<file path="src/rtl/sd_spi_router_if.sv">
// SPI bundle between the core, the virtual SD card and the physical SD card.
// The router sits in the middle: it owns the card-side outputs and core MISO.
// slave: router view. master: view of whatever drives the core side and models the cards.
interface sd_spi_router_if;
    // core side
    logic sdss;
    logic sdclk;
    logic sdmosi;
    logic sdmiso;
    // virtual card
    logic vsd_ss;
    logic vsd_sck;
    logic vsd_mosi;
    logic vsd_miso;
    // physical card
    logic SD_CS;
    logic SD_SCK;
    logic SD_MOSI;
    logic SD_MISO;

    modport slave (
        input  sdss, sdclk, sdmosi, vsd_miso, SD_MISO,
        output sdmiso, vsd_ss, vsd_sck, vsd_mosi, SD_CS, SD_SCK, SD_MOSI
    );

    modport master (
        output sdss, sdclk, sdmosi, vsd_miso, SD_MISO,
        input  sdmiso, vsd_ss, vsd_sck, vsd_mosi, SD_CS, SD_SCK, SD_MOSI
    );
endinterface

</file>
<file path="src/rtl/sd_spi_router.sv">
// Routes the core SPI bus to the virtual or physical SD card; switches only after the bus has been idle.
// Latency: SPI routing is combinational (zero cycles); a route change takes IDLE_CYCLES idle cycles plus one SWITCH cycle.
// Backpressure: none on SPI; a pending change waits for IDLE_CYCLES of sdss high, busy flags it.
// Ports: clk_sys/reset (sync, active high); img_mounted/img_size mount events; spi bundle;
//        vsd_sel current route (1 = virtual); busy change pending; drive_led activity indicator.
module sd_spi_router #(
    parameter int IDLE_CYCLES = 64,
    parameter int LED_HOLD    = 1048576
) (
    input  logic               clk_sys,
    input  logic               reset,
    input  logic               img_mounted,
    input  logic [31:0]        img_size,
    sd_spi_router_if.slave     spi,
    output logic               vsd_sel,
    output logic               busy,
    output logic               drive_led
);

    localparam int IW = $clog2(IDLE_CYCLES + 1);
    localparam int HW = $clog2(LED_HOLD + 1);

    typedef enum logic [1:0] {
        RUN       = 2'd0,
        WAIT_IDLE = 2'd1,
        SWITCH    = 2'd2
    } state_t;

    state_t        state;
    state_t        state_nxt;
    logic          pend;
    logic          pend_nxt;
    logic          pend_sel;
    logic          vsd_sel_nxt;
    logic [IW-1:0] idle_cnt;
    logic [HW-1:0] hold_cnt;
    logic          idle_ok;

    assign idle_ok = (idle_cnt == IW'(IDLE_CYCLES));

    always_ff @(posedge clk_sys) begin
        if (reset) begin
            state    <= RUN;
            pend     <= 1'b0;
            pend_sel <= 1'b0;
            vsd_sel  <= 1'b0;
        end else begin
            state   <= state_nxt;
            pend    <= pend_nxt;
            vsd_sel <= vsd_sel_nxt;
            if (img_mounted) begin
                pend_sel <= (img_size != 32'd0);
            end
        end
    end

    always_comb begin
        state_nxt   = state;
        pend_nxt    = pend;
        vsd_sel_nxt = vsd_sel;
        case (state)
            RUN: begin
                if (pend) begin
                    if (pend_sel == vsd_sel) begin
                        pend_nxt = 1'b0;
                    end else begin
                        state_nxt = WAIT_IDLE;
                    end
                end
            end
            WAIT_IDLE: begin
                // A later event may have restored the current route: drop the change.
                if (pend_sel == vsd_sel) begin
                    state_nxt = RUN;
                    pend_nxt  = 1'b0;
                end else if (idle_ok && spi.sdss) begin
                    state_nxt = SWITCH;
                end
            end
            SWITCH: begin
                vsd_sel_nxt = pend_sel;
                pend_nxt    = 1'b0;
                state_nxt   = RUN;
            end
            default: state_nxt = RUN;
        endcase
        // A mount event always leaves a request behind for RUN to evaluate,
        // including one that lands in the SWITCH cycle itself.
        if (img_mounted) begin
            pend_nxt = 1'b1;
        end
    end

    // Idle counter: saturating count of consecutive deselected cycles.
    always_ff @(posedge clk_sys) begin
        if (reset || !spi.sdss) begin
            idle_cnt <= '0;
        end else if (!idle_ok) begin
            idle_cnt <= idle_cnt + IW'(1);
        end
    end

    // LED hold counter: reloads on every selected cycle, drains to zero otherwise.
    always_ff @(posedge clk_sys) begin
        if (reset) begin
            hold_cnt <= '0;
        end else if (!spi.sdss) begin
            hold_cnt <= HW'(LED_HOLD);
        end else if (hold_cnt != '0) begin
            hold_cnt <= hold_cnt - HW'(1);
        end
    end

    assign drive_led = !reset && (!spi.sdss || (hold_cnt != '0));
    assign busy      = pend || (state != RUN);

    // Unselected card (and both cards in SWITCH) parked: CS high, SCK low, MOSI high.
    always_comb begin
        spi.vsd_ss   = 1'b1;
        spi.vsd_sck  = 1'b0;
        spi.vsd_mosi = 1'b1;
        spi.SD_CS    = 1'b1;
        spi.SD_SCK   = 1'b0;
        spi.SD_MOSI  = 1'b1;
        spi.sdmiso   = 1'b1;
        if (state != SWITCH) begin
            if (vsd_sel) begin
                spi.vsd_ss   = spi.sdss;
                spi.vsd_sck  = spi.sdclk;
                spi.vsd_mosi = spi.sdmosi;
                spi.sdmiso   = spi.vsd_miso;
            end else begin
                spi.SD_CS    = spi.sdss;
                spi.SD_SCK   = spi.sdclk;
                spi.SD_MOSI  = spi.sdmosi;
                spi.sdmiso   = spi.SD_MISO;
            end
        end
    end

endmodule

</file>
<file path="src/flat_wrapper.sv">
// flat-port wrapper written by rule: the top's interface ports become plain ports
module sd_spi_router_flat 
#(
    parameter int IDLE_CYCLES = 64,
    parameter int LED_HOLD    = 1048576
)
  (clk_sys, reset, img_mounted, img_size, vsd_sel, busy, drive_led, spi_sdss, spi_sdclk, spi_sdmosi, spi_vsd_miso, spi_SD_MISO, spi_sdmiso, spi_vsd_ss, spi_vsd_sck, spi_vsd_mosi, spi_SD_CS, spi_SD_SCK, spi_SD_MOSI);
  sd_spi_router_if spi_i ();
  input  logic clk_sys;
  input  logic reset;
  input  logic img_mounted;
  input  logic [31:0] img_size;
  output logic vsd_sel;
  output logic busy;
  output logic drive_led;
  input wire logic [$bits(spi_i.sdss)-1:0] spi_sdss;
  input wire logic [$bits(spi_i.sdclk)-1:0] spi_sdclk;
  input wire logic [$bits(spi_i.sdmosi)-1:0] spi_sdmosi;
  input wire logic [$bits(spi_i.vsd_miso)-1:0] spi_vsd_miso;
  input wire logic [$bits(spi_i.SD_MISO)-1:0] spi_SD_MISO;
  output wire logic [$bits(spi_i.sdmiso)-1:0] spi_sdmiso;
  output wire logic [$bits(spi_i.vsd_ss)-1:0] spi_vsd_ss;
  output wire logic [$bits(spi_i.vsd_sck)-1:0] spi_vsd_sck;
  output wire logic [$bits(spi_i.vsd_mosi)-1:0] spi_vsd_mosi;
  output wire logic [$bits(spi_i.SD_CS)-1:0] spi_SD_CS;
  output wire logic [$bits(spi_i.SD_SCK)-1:0] spi_SD_SCK;
  output wire logic [$bits(spi_i.SD_MOSI)-1:0] spi_SD_MOSI;
  assign spi_i.sdss = spi_sdss;
  assign spi_i.sdclk = spi_sdclk;
  assign spi_i.sdmosi = spi_sdmosi;
  assign spi_i.vsd_miso = spi_vsd_miso;
  assign spi_i.SD_MISO = spi_SD_MISO;
  assign spi_sdmiso = spi_i.sdmiso;
  assign spi_vsd_ss = spi_i.vsd_ss;
  assign spi_vsd_sck = spi_i.vsd_sck;
  assign spi_vsd_mosi = spi_i.vsd_mosi;
  assign spi_SD_CS = spi_i.SD_CS;
  assign spi_SD_SCK = spi_i.SD_SCK;
  assign spi_SD_MOSI = spi_i.SD_MOSI;
  sd_spi_router #(.IDLE_CYCLES(IDLE_CYCLES), .LED_HOLD(LED_HOLD)) u_core (.clk_sys(clk_sys), .reset(reset), .img_mounted(img_mounted), .img_size(img_size), .spi(spi_i), .vsd_sel(vsd_sel), .busy(busy), .drive_led(drive_led));
endmodule
</file>
<file path="config.mk">
export PLATFORM = sky130hd
export DESIGN_NAME = sd_spi_router_flat
export DESIGN_NICKNAME = d
export VERILOG_FILES = /design/src/rtl/sd_spi_router_if.sv /design/src/rtl/sd_spi_router.sv /design/src/flat_wrapper.sv
export SDC_FILE = /design/constraint.sdc
export NUM_CORES = 1
export LEC_CHECK = 0
export CAP_MARGIN = 30
export CORE_ASPECT_RATIO = 1.2
export CORE_MARGIN = 8
export CORE_UTILIZATION = 47
export CTS_CLUSTER_DIAMETER = 200
export CTS_CLUSTER_SIZE = 20
export DETAILED_ROUTE_END_ITERATION = 10
export PLACE_DENSITY = 0.82
export SYNTH_ARGS = -nofsm -noshare
export SYNTH_HDL_FRONTEND = slang
export SYNTH_SLANG_ARGS = --single-unit
</file>
<file path="constraint.sdc">
create_clock -name clk_sys -period 3.08 [get_ports clk_sys]
set_input_delay 0.924 -clock clk_sys [delete_from_list [all_inputs] [get_ports clk_sys]]
set_output_delay 0.924 -clock clk_sys [all_outputs]
set_load 0.01 [all_outputs]
</file>
# == Word-level counts from Yosys, hierarchy flattened ==
# Index checks and enable logic that the tools add are counted.
# op_classes
n_addsub,2
n_mul,0
div,0
magnitude_cmp,0
eq_ne,10
shifts,0
n_mux,26
n_bitwise,1
n_reduce_logical,15
# ops
op,count
$mux 21,2
$reduce_bool 32->1,1
$reduce_bool 21->1,1
$sub 21x1->21 const B,1
$mux 1,18
$mux 2,4
$add 7x1->7 const B,1
$eq 7x7->1 const B,1
$ne 2x1->1 const B,2
$ne 2x2->1 const B,2
$pmux 2 s2,1
$reduce_bool 4->1,1
$logic_or 1x1->1,3
$ne 3x1->1 const B,1
$ne 3x2->1 const B,1
$pmux 1 s3,1
$reduce_and 3->1,1
$eq 2x1->1 const B,1
$eq 2x2->1 const B,1
$logic_and 1x1->1,2
$logic_not 1->1,2
$logic_not 2->1,1
$reduce_and 2->1,1
$reduce_bool 2->1,1
other kinds (3),3
# word_totals
ff_bits,33
latchBits,0
mem_bits_rw,0
romBits,0
input_bits,40
out_inout_bits,10
word_cells,61
mem_count,0

# == Depth between registers and ports, before layout ==
# Gate-level depths: netlist of the first run.
# logic_depth
depth_word,5
ltp_mapped,8

# == Worst setup path after synthesis of the first run ==
# OpenSTA, ideal clock, no wires.
# synth_path
path_kind,flip-flop to output port
start,register u_core.hold_cnt[0]
end,output drive_led
t_arrival_ns,1.565
required_ns,2.156
path_slack_ns,0.591
stages_incl_launch_ff,8
cell_sequence,dfxtp_1 -> inv_1 -> ha_1 -> nor4b_1 -> and2_1 -> and3_1 -> clkbuf_1 -> a21oi_1
# synth_via
elab_chain_cells,3
# synth_rtl
item,line_no,source
from (decl),sd_spi_router.sv:36,logic [HW-1:0] hold_cnt;
from (signal assigned),sd_spi_router.sv:108,hold_cnt <= HW'(LED_HOLD);
from (signal assigned),sd_spi_router.sv:110,hold_cnt <= hold_cnt - HW'(1);
$reduce_bool 21->1,sd_spi_router.sv:114,assign drive_led = !reset && (!spi.sdss || (hold_cnt != '0));
$logic_or 1x1->1,sd_spi_router.sv:114,
$logic_and 1x1->1,sd_spi_router.sv:114,
to (decl),flat_wrapper.sv:15,output logic drive_led;
# No other way between the ends.

# == Worst setup path after layout of the first run ==
# layout_path
start,input spi_sdmosi
end,output spi_SD_MOSI
# layout_via
elab_chain_cells,2
# layout_rtl
item,line_no,source
from (decl),flat_wrapper.sv:18,input wire logic [$bits(spi_i.sdmosi)-1:0] spi_sdmosi;
$mux 1,sd_spi_router.sv:127,if (vsd_sel) begin
$mux 1,sd_spi_router.sv:126,if (state != SWITCH) begin
to (decl),flat_wrapper.sv:27,output wire logic [$bits(spi_i.SD_MOSI)-1:0] spi_SD_MOSI;
# No other way between the ends.

==> run_results.csv, run 1 <==
group,metric,value,unit
detailed_routing,postRouteAntennaNets,0,
timing,maxSlewViolCount,0,
timing,finalCriticalPeriod,3050,ps
detailed_routing,wl_per_cell,12.8,um
clocking,cts_tree,"yes",
run_status,status,"finished, final reports clean",
pwr,p_switching,1.23,mW
cells_and_area,drive_gt1_share,9.59,%
synth,synth_warnings,0,
cells_and_area,layout_common_cells,"clkdlybuf4s50_1, dfxtp_1, nor2_1",
synth,yosys.area.top_type,"dfxtp_1",
synth,synth_area_leaders,"dfxtp_1, nor2_1, ha_1",
floorplan,fp.dieW,72.1,um
placement,io_buffers,49,
worst_setup_path,critPathLaunchType,"primary input",
cells_and_area,final_cells,323,
worst_setup_path,path_max_fanout,2,
timing,rsz0062_at_grt,"no",
clocking,clk_path_buf_depth,2,
pwr,pwr_density_cell,1140,nW/um^2
timing,max_freq,0.328,GHz
timing,fin_hold_ws,504,ps
worst_setup_path,r2r_start,"u_core.hold_cnt[0]",
synth,avgSynthCellArea,8.34,sq um
worst_hold_path,whs_endpoint,"u_core.hold_cnt[19]",
synth,yosysTopAreaCellShare,37.2,%
placement,dpl.cell_count,315,
detailed_routing,firstDrtPassIters,4,
placement,place_congestion,0.764,
detailed_routing,via_count,1723,
detailed_routing,wirelength,4.13,mm
worst_setup_path,cpMostUsedCell,"clkdlybuf4s50_1",
detailed_routing,drc_errors,0,
worst_setup_path,critPathTopFamily,"buffers and inverters",
clocking,clock_latency,290,ps
worst_setup_path,worstPathArrival,2130,ps
cells_and_area,diodes,0,
global_route,grt_pass1_wl,7.58,mm
synth,syn_inst,213,
cells_and_area,area_growth,37.8,%
detailed_routing,drtIter0Drc,104,
worst_setup_path,rrSetupSlack,980,ps
placement,pre_cts_ws,-32.3,ps
cells_and_area,final_common_cell,"clkdlybuf4s50_1",
floorplan,coreArea,3630,sq um
synth,syn-cell-area,1780,sq um
flow_run,maxCapViolCount,0,
synth,ys_types,43,
pwr,vdd_drop_max,0.470,mV
floorplan,io_pins,50,
timing,slew_headroom,69.5,%
global_route,grt_max_degree,14,
cells_and_area,finalInstanceArea,2450,sq um
clocking,htree_levels,2,
timing,fin_setup_tns,0,ps
pwr,p_int,1.55,mW
clocking,clkSinkCount,33,
synth,synth_seq_cells,33,
pwr,power.total,2.78,mW
timing,finalHoldViolations,0,
pwr,power.share.switching,44.2,%
worst_setup_path,slowest_delay,500,ps
synth,synthArstFlopShare,0,%
floorplan,std_cell_rows,24,
placement,post-dp-hpwl,3.32,mm
floorplan,die_area,6010,sq um
clocking,cts-root-buf,"clkbuf_8",
detailed_routing,drt-vias-per-instance,5.33,
worst_setup_path,worst_path_max_delay_cell,"clkdlybuf4s50_1",
global_route,antenna_found_initial,0,
synth,synth_seq_area_share,37.2,%
pwr,clkPwrFrac,11.4,%
worst_setup_path,required,2160,ps
pwr,combPwrFrac,62.2,%
clocking,numCtsBuffers,5,
global_route,grt.total_usage,15.3,%
floorplan,start_util,48.9,%
worst_setup_path,timing.critical_path.buf_inv,2,
cells_and_area,fin_nets,317,
timing,worstMarginPinSlew,454,ps
worst_setup_path,crit_path_end_kind,"output pin",
timing,setup_slack,30.1,ps
pwr,seqPwrFrac,26.4,%
pwr,leakage,0.953,nW
worst_setup_path,r2r-end,"u_core.hold_cnt[20]",
worst_hold_path,hold_path.class,"reg2reg",
synth,synth_flop_cell,"dfxtp_1",
synth,synth_edf_count,0,
timing,finalSetupViolations,0,
clocking,hold_buffers,0,
placement,placed_area,2350,sq um
clocking,clkSlewWorstSetupHoldPaths,70,ps
worst_setup_path,critical_path.cell_chain,"clkdlybuf4s50_1 > or3_1 > clkdlybuf4s50_1",
global_route,grt_pass1_vias,1726,
timing,period_share,99.0,%
worst_setup_path,critical_path_class,"in2out",
timing,clock_skew,5.72,ps
synth,syn_nets,260,
worst_setup_path,reg2regPathDepth,7,
global_route,globalRoute.totalOverflow,0,
floorplan,die_h,83.3,um
worst_hold_path,min_delay_path_depth,2,
cells_and_area,final_util,67.4,%
worst_hold_path,hold_start,"u_core.hold_cnt[19]",
power groups by stage:
stage	Combinational, mW	Clock (mW)	Sequential, mW
6_report	1.73	0.317	0.734
5_1_grt	1.96	0.352	0.762
4_1_cts	1.73	0.328	0.731
3_5_place_dp	1.71	0	0.737
3_3_place_gp	1.69	0	0.730
2_1_floorplan	1.33	0	0.697
state kept, by name (all words and copies together) (netlist names):
register	cells
u_core.hold_cnt	21
u_core.idle_cnt	7
u_core.pend	1
u_core.pend_sel	1
u_core.state	2
u_core.vsd_sel	1
worst max path at each step:
stage / from / to / slack [ps] / depth (start not counted)
4_1_cts: spi_sdclk / spi_SD_SCK / 10 / 3
5_1_grt: spi_sdmosi / spi_SD_MOSI / 0.4 / 3
6_report: spi_sdmosi / spi_SD_MOSI / 30 / 3
3_5_place_dp: spi_SD_MISO / spi_sdmiso / -30 / 4
2_1_floorplan: u_core.hold_cnt[0] / drive_led / 590 / 7
3_3_place_gp: spi_SD_MISO / spi_sdmiso / -20 / 4
tightest hold or removal path, stage by stage (launching register included):
cell and delay (ps):
dfxtp_1 330, o31ai_1 70, a21oi_1 60
timing repair:
action | in CTS | in global routing
gates resized for setup | 5 | 1
setup endpoints to repair | 3 | 1
setup buffers | 0 | 0
cells in the mapped netlist (all sizes together), types with 3 or more instances:
master	instances
ha	7
nor4	10
xnor2	6
nand4	5
nand4b	3
clkbuf	5
or4	7
o21ai	7
or3	9
dfxtp	33
and2	3
xor2	10
nand2	10
o31ai	4
a21oi	15
nor3	7
nand2b	4
nor2	29
nand3	7
nor2b	3
inv	10
kinds of logic after synthesis:
group	share of synthesized area, %
AOI/OAI and AO/OA	11.7
and+or+nand+nor	33.8
DFF	37.2
buffers and inverters	3.81
muxes	0.634
xor gates and xnor gates	7.89
adders and majority gates	4.93
layer usage:
layer | global-route usage [%] | share of wire, % | routed length, um
met1 | 14.7 | 40 | 1640
met2 | 27.0 | 50 | 2080
met3 | 7.09 | 8.3 | 345
met4 | 6.15 | 1.7 | 69
met5 | 0 | 0 | 0
cell type report:
class	instances	area, sq um
Multi-Input combinational cell	164	1060
Clock buffer	5	68.8
Tap cell	52	65.1
Fill cell	299	1190
Sequential cell	33	661
Timing Repair Buffer	56	542
Inverter	10	37.5
Clock inverter	3	17.5
No activity file was read; power rests on OpenSTA's default activity.
==> run 2: changes to the inputs <==
--- a/config.mk
+++ b/config.mk
@@ -6,13 +6,13 @@
 export NUM_CORES = 1
 export LEC_CHECK = 0
 export CAP_MARGIN = 30
-export CORE_ASPECT_RATIO = 1.2
+export CORE_ASPECT_RATIO = 2
 export CORE_MARGIN = 8
-export CORE_UTILIZATION = 47
+export CORE_UTILIZATION = 51
 export CTS_CLUSTER_DIAMETER = 200
 export CTS_CLUSTER_SIZE = 20
 export DETAILED_ROUTE_END_ITERATION = 10
-export PLACE_DENSITY = 0.82
+export PLACE_DENSITY = 0.88
 export SYNTH_ARGS = -nofsm -noshare
 export SYNTH_HDL_FRONTEND = slang
 export SYNTH_SLANG_ARGS = --single-unit
==> constraint.sdc (replaced) <==
create_clock -name clk_sys -period 3.6 [get_ports clk_sys]
set_input_delay 1.08 -clock clk_sys [delete_from_list [all_inputs] [get_ports clk_sys]]
set_output_delay 1.08 -clock clk_sys [all_outputs]
set_load 0.01 [all_outputs]
==> run 2 against run 1 <==
  * Combinational power decreased by 17%
  * Cell area shrank 0.77%
  * Non-clock buffer count down 3
  * Global-route usage up 1.3 points
  * Die area is 4.5% lower
  * Count of clock-buffer cells in the layout up 2
  * Largest power group unchanged
==> run_results.csv, run 2 (synthesis gave the netlist of run 1 again) <==
group,metric,value,unit
worst_setup_path,critical_path_class,"reg2out",
global_route,grt_pass1_wl,7.73,mm
placement,place_congestion,0.756,
cells_and_area,layout_common_cells,"clkdlybuf4s50_1, dfxtp_1, nor2_1",
cells_and_area,largest_register_ffs,21,
cells_and_area,diodes,0,
timing,slew_headroom,71.3,%
floorplan,std_cell_rows,30,
timing,maxSlewViolCount,0,
detailed_routing,drt-vias-per-instance,5.82,
detailed_routing,via_count,1745,
clocking,clk_path_buf_depth,2,
clocking,cts_tree,"yes",
floorplan,start_util,52.6,%
clocking,htree_levels,2,
worst_setup_path,required,2520,ps
worst_setup_path,crit_path_end_kind,"output pin",
global_route,grt_pass1_vias,1774,
clocking,cts-root-buf,"clkbuf_8",
detailed_routing,drc_errors,0,
global_route,use_met3,4.53,%
timing,rsz0062_at_grt,"no",
floorplan,io_pins,50,
cells_and_area,regMostFlops,"u_core.hold_cnt",
floorplan,fp.dieW,57.7,um
worst_setup_path,worstPathArrival,2390,ps
timing,finalHoldViolations,0,
global_route,grt_util_met1,15.9,%
detailed_routing,wirelength,4.56,mm
global_route,grt.total_usage,16.6,%
detailed_routing,wl_per_cell,15.2,um
cells_and_area,final_common_cell,"clkdlybuf4s50_1",
clocking,clkSinkCount,33,
pwr,power.total,2.43,mW
worst_setup_path,critPathLaunchType,"flop",
pwr,leakage,0.937,nW
detailed_routing,firstDrtPassIters,5,
pwr,vdd_drop_max,0.525,mV
floorplan,die_area,5740,sq um
clocking,clkSlewWorstSetupHoldPaths,70,ps
global_route,grt_max_degree,14,
placement,post-dp-hpwl,3.61,mm
timing,clock_skew,4.92,ps
timing,finalCriticalPeriod,3470,ps
detailed_routing,postRouteAntennaNets,0,
global_route,antenna_found_initial,0,
global_route,use_met2,32.1,%
timing,period_share,96.4,%
cells_and_area,drive_gt1_share,7.84,%
worst_hold_path,hold_path.class,"reg2reg",
clocking,clock_latency,290,ps
flow_run,maxCapViolCount,0,
cells_and_area,area_growth,36.8,%
floorplan,coreArea,3380,sq um
detailed_routing,drtIter0Drc,48,
worst_setup_path,path_max_fanout,5,
clocking,numCtsBuffers,5,
timing,fin_setup_tns,0,ps
cells_and_area,fin_nets,314,
timing,max_freq,0.288,GHz
global_route,grt.busiest_layer,"met2",
run_status,status,"finished, final reports clean",
placement,io_buffers,49,
global_route,globalRoute.totalOverflow,0,
timing,worstMarginPinSlew,430,ps
timing,finalSetupViolations,0,
cells_and_area,largest_registers,"u_core.hold_cnt x21, u_core.idle_cnt x7, u_core.state x2",
worst_setup_path,rrSetupSlack,1470,ps
floorplan,die_h,99.4,um
pwr,pwr_density_cell,1000,nW/um^2
run 2: per-layer routing:
metal  part of all wire, %  wire [um]
met3                   4.5        204
met1                    36       1660
met2                    57       2600
met4                   2.0         90
met5                     0          0
run 2: repair_timing:
item / 4_1_cts / 5_1_grt
hold endpoints to repair: 0 / 0
hold buffers: 0 / 0
setup buffers: 0 / 0
setup endpoints to repair: 0 / 1
resized for setup: 0 / 1
run 2: per-stage QoR:
stage	cells	util, %	worst slack [ps]	instance area [sq um]	hold WS, ps
detailed placement	292	68.3	143	2310	494
global route	300	71.9	17.7	2430	552
global placement	292	68.3	140	2310	478
floorplan	213	-	955	1780	463
CTS	300	71.7	103	2420	507
finish	300	71.9	129	2430	505
run 2: power by group:
| part | internal, mW | leakage [nW] | total [mW] | switching [mW] |
|---|---|---|---|---|
| sequential | 0.490 | 0.270 | 0.630 | 0.140 |
| combinational | 0.644 | 0.609 | 1.44 | 0.798 |
| clock | 0.226 | 0.0585 | 0.361 | 0.136 |
run 2: final cells by class:
| class | count | area, sq um |
|---|---|---|
| clock inverter | 1 | 30.0 |
| clock buffer | 7 | 86.3 |
| multi-input combinational | 164 | 1050 |
| sequential | 33 | 661 |
| timing repair buffer | 53 | 520 |
| fill | 253 | 950 |
| tap | 32 | 40.0 |
| inverter | 10 | 37.5 |
run 2: path summary, 6_finish.rpt:
kind                            start                   to  cells past startpoint
setup / recovery   u_core.hold_cnt[0]            drive_led                      7
hold / removal    u_core.hold_cnt[19]  u_core.hold_cnt[19]                      2
setup reg to reg   u_core.hold_cnt[0]  u_core.hold_cnt[20]                      7
hold reg to reg   u_core.hold_cnt[19]  u_core.hold_cnt[19]                      2
run 2: worst max-delay path, cell delays in order, from the launching register on:
cell and delay, ps:
dfxtp_1 320, inv_1 110, ha_1 150, nor4b_1 350, and2_1 260, and3_1 330
a21oi_1 110, clkdlybuf4s50_1 480
==> run 3: changes to the inputs <==
--- a/config.mk
+++ b/config.mk
@@ -7,7 +7,7 @@
 export LEC_CHECK = 0
 export CAP_MARGIN = 30
 export CORE_ASPECT_RATIO = 2
-export CORE_MARGIN = 8
+export CORE_MARGIN = 10
 export CORE_UTILIZATION = 51
 export CTS_CLUSTER_DIAMETER = 200
 export CTS_CLUSTER_SIZE = 20
==> run 3 against run 2 <==
  * Worst setup slack improved by 45 ps
  * Highest routed layer unchanged
  * Clock power decreased by 23%
  * Fmax increased by 1.3%
  * Sequential share of layout area increased by 0.34 points
  * Global-route usage increased by 0.16 points
  * Hold slack got worse by 3.9 ps
  * Sequential power about the same
  * Routed wire length increased by 4.8%
  * Count of clock-buffer cells in the layout unchanged
  * Combinational power about the same
  * Largest cell class unchanged
==> run_results.csv, run 3 (synthesis gave the netlist of run 1 again) <==
group,metric,value,unit
global_route,grt_max_degree,25,
detailed_routing,via_count,1726,
cells_and_area,largest_register_ffs,21,
detailed_routing,postRouteAntennaNets,0,
timing,slew_headroom,46.2,%
detailed_routing,wirelength,4.77,mm
cells_and_area,drive_gt1_share,7.49,%
timing,max_freq,0.292,GHz
cells_and_area,fin_nets,314,
worst_setup_path,critPathLaunchType,"primary input",
pwr,vdd_drop_max,0.650,mV
floorplan,coreArea,3380,sq um
flow_run,maxCapViolCount,0,
pwr,leakage,0.923,nW
timing,period_share,95.2,%
clocking,cts_tree,"yes",
worst_setup_path,rrSetupSlack,1460,ps
detailed_routing,drtIter0Drc,28,
timing,maxSlewViolCount,0,
timing,fin_setup_tns,0,ps
floorplan,die_area,6380,sq um
clocking,clkSinkCount,33,
timing,finalCriticalPeriod,3430,ps
cells_and_area,final_common_cell,"clkdlybuf4s50_1",
cells_and_area,largest_registers,"u_core.hold_cnt x21, u_core.idle_cnt x7, u_core.state x2",
worst_setup_path,required,2520,ps
run_status,status,"finished, final reports clean",
worst_setup_path,reg2regPathDepth,7,
worst_setup_path,path_max_fanout,1,
worst_setup_path,crit_path_end_kind,"output pin",
placement,io_buffers,49,
clocking,clkSlewWorstSetupHoldPaths,60,ps
global_route,grt_pass1_vias,1802,
cells_and_area,area_growth,35.1,%
worst_setup_path,worstPathArrival,2350,ps
global_route,grt.total_usage,16.8,%
clocking,cts-root-buf,"clkbuf_8",
floorplan,std_cell_rows,30,
timing,finalSetupViolations,0,
worst_setup_path,r2r-end,"u_core.hold_cnt[20]",
worst_hold_path,hold_path.class,"reg2reg",
timing,rsz0062_at_grt,"no",
cells_and_area,diodes,0,
cells_and_area,layout_common_cells,"clkdlybuf4s50_1, dfxtp_1, nor2_1",
placement,post-dp-hpwl,3.88,mm
timing,finalHoldViolations,0,
worst_setup_path,critical_path_class,"in2out",
floorplan,fp.dieW,61.7,um
placement,place_congestion,0.811,
detailed_routing,wl_per_cell,16.0,um
floorplan,io_pins,50,
worst_setup_path,r2r_start,"u_core.hold_cnt[0]",
floorplan,die_h,103,um
detailed_routing,drc_errors,0,
detailed_routing,drt-vias-per-instance,5.77,
cells_and_area,regMostFlops,"u_core.hold_cnt",
global_route,globalRoute.totalOverflow,0,
timing,clock_skew,5.46,ps
timing,fin_hold_ws,501,ps
clocking,htree_levels,2,
clocking,numCtsBuffers,5,
timing,worstMarginPinSlew,805,ps
global_route,antenna_found_initial,0,
worst_hold_path,hold_start,"u_core.hold_cnt[19]",
worst_hold_path,min_delay_path_depth,2,
global_route,grt_pass1_wl,8.17,mm
clocking,clock_latency,290,ps
worst_hold_path,whs_endpoint,"u_core.hold_cnt[19]",
pwr,pwr_density_cell,985,nW/um^2
floorplan,start_util,52.6,%
detailed_routing,firstDrtPassIters,4,
clocking,clk_path_buf_depth,2,
## run 3: changes by cell type in the layout (fill, tap and decap cells not counted)
| cell | previous run | this run |
|---|---|---|
| bufinv_16 | 1 | 0 |
## run 3: how the worst max path moves through the flow
stage	from	to	slack, ps	depth (start not counted)
final	spi_SD_MISO	spi_sdmiso	170	4
after global routing	u_core.hold_cnt[0]	drive_led	40	7
after CTS	u_core.hold_cnt[11]	drive_led	160	5
after detailed placement	spi_SD_MISO	spi_sdmiso	170	4
after global placement	spi_sdss	spi_SD_CS	180	3
after floorplan	u_core.hold_cnt[0]	drive_led	950	7
## run 3: through the flow
stage	total power, mW	setup WS (ps)	util [%]	instance area, sq um	instances
floorplan	1.73	955	-	1780	213
global placement	2.02	180	68.3	2310	292
detailed placement	2.06	167	68.3	2310	292
CTS	2.36	158	70.8	2390	299
global route	2.61	40.1	71.0	2400	299
finish	2.36	174	71.0	2400	299
## run 3: critical path, stage by stage
cell,delay [ps]
clkdlybuf4s50_1,390
nor2b_1,130
a211o_1,260
clkdlybuf4s50_1,480
## run 3: report_power, final
group | switching [mW] | internal, mW
Clock | 0.128 | 0.151
Combinational | 0.788 | 0.665
Sequential | 0.140 | 0.491
## run 3: area by class of cell
type	count	area, sq um
inverter	10	37.5
fill	279	980
multi-input combinational	164	1050
timing repair buffer	53	520
tap	32	40.0
clock buffer	7	86.3
sequential	33	661
## run 3: layer usage
metal  up-vias  wire, um  global-route usage [%]
met4         0       124                    7.09
met3        12       236                    5.99
met1       814      1460                    14.6
li1        865         -                       -
met2        35      2950                    32.1
met5         -         0                       0
## run 3: timing repair
action,CTS,global route
endpoints found under the setup margin,0,1
hold buffers,0,0
gates resized for setup,0,1
buffers inserted,0,0
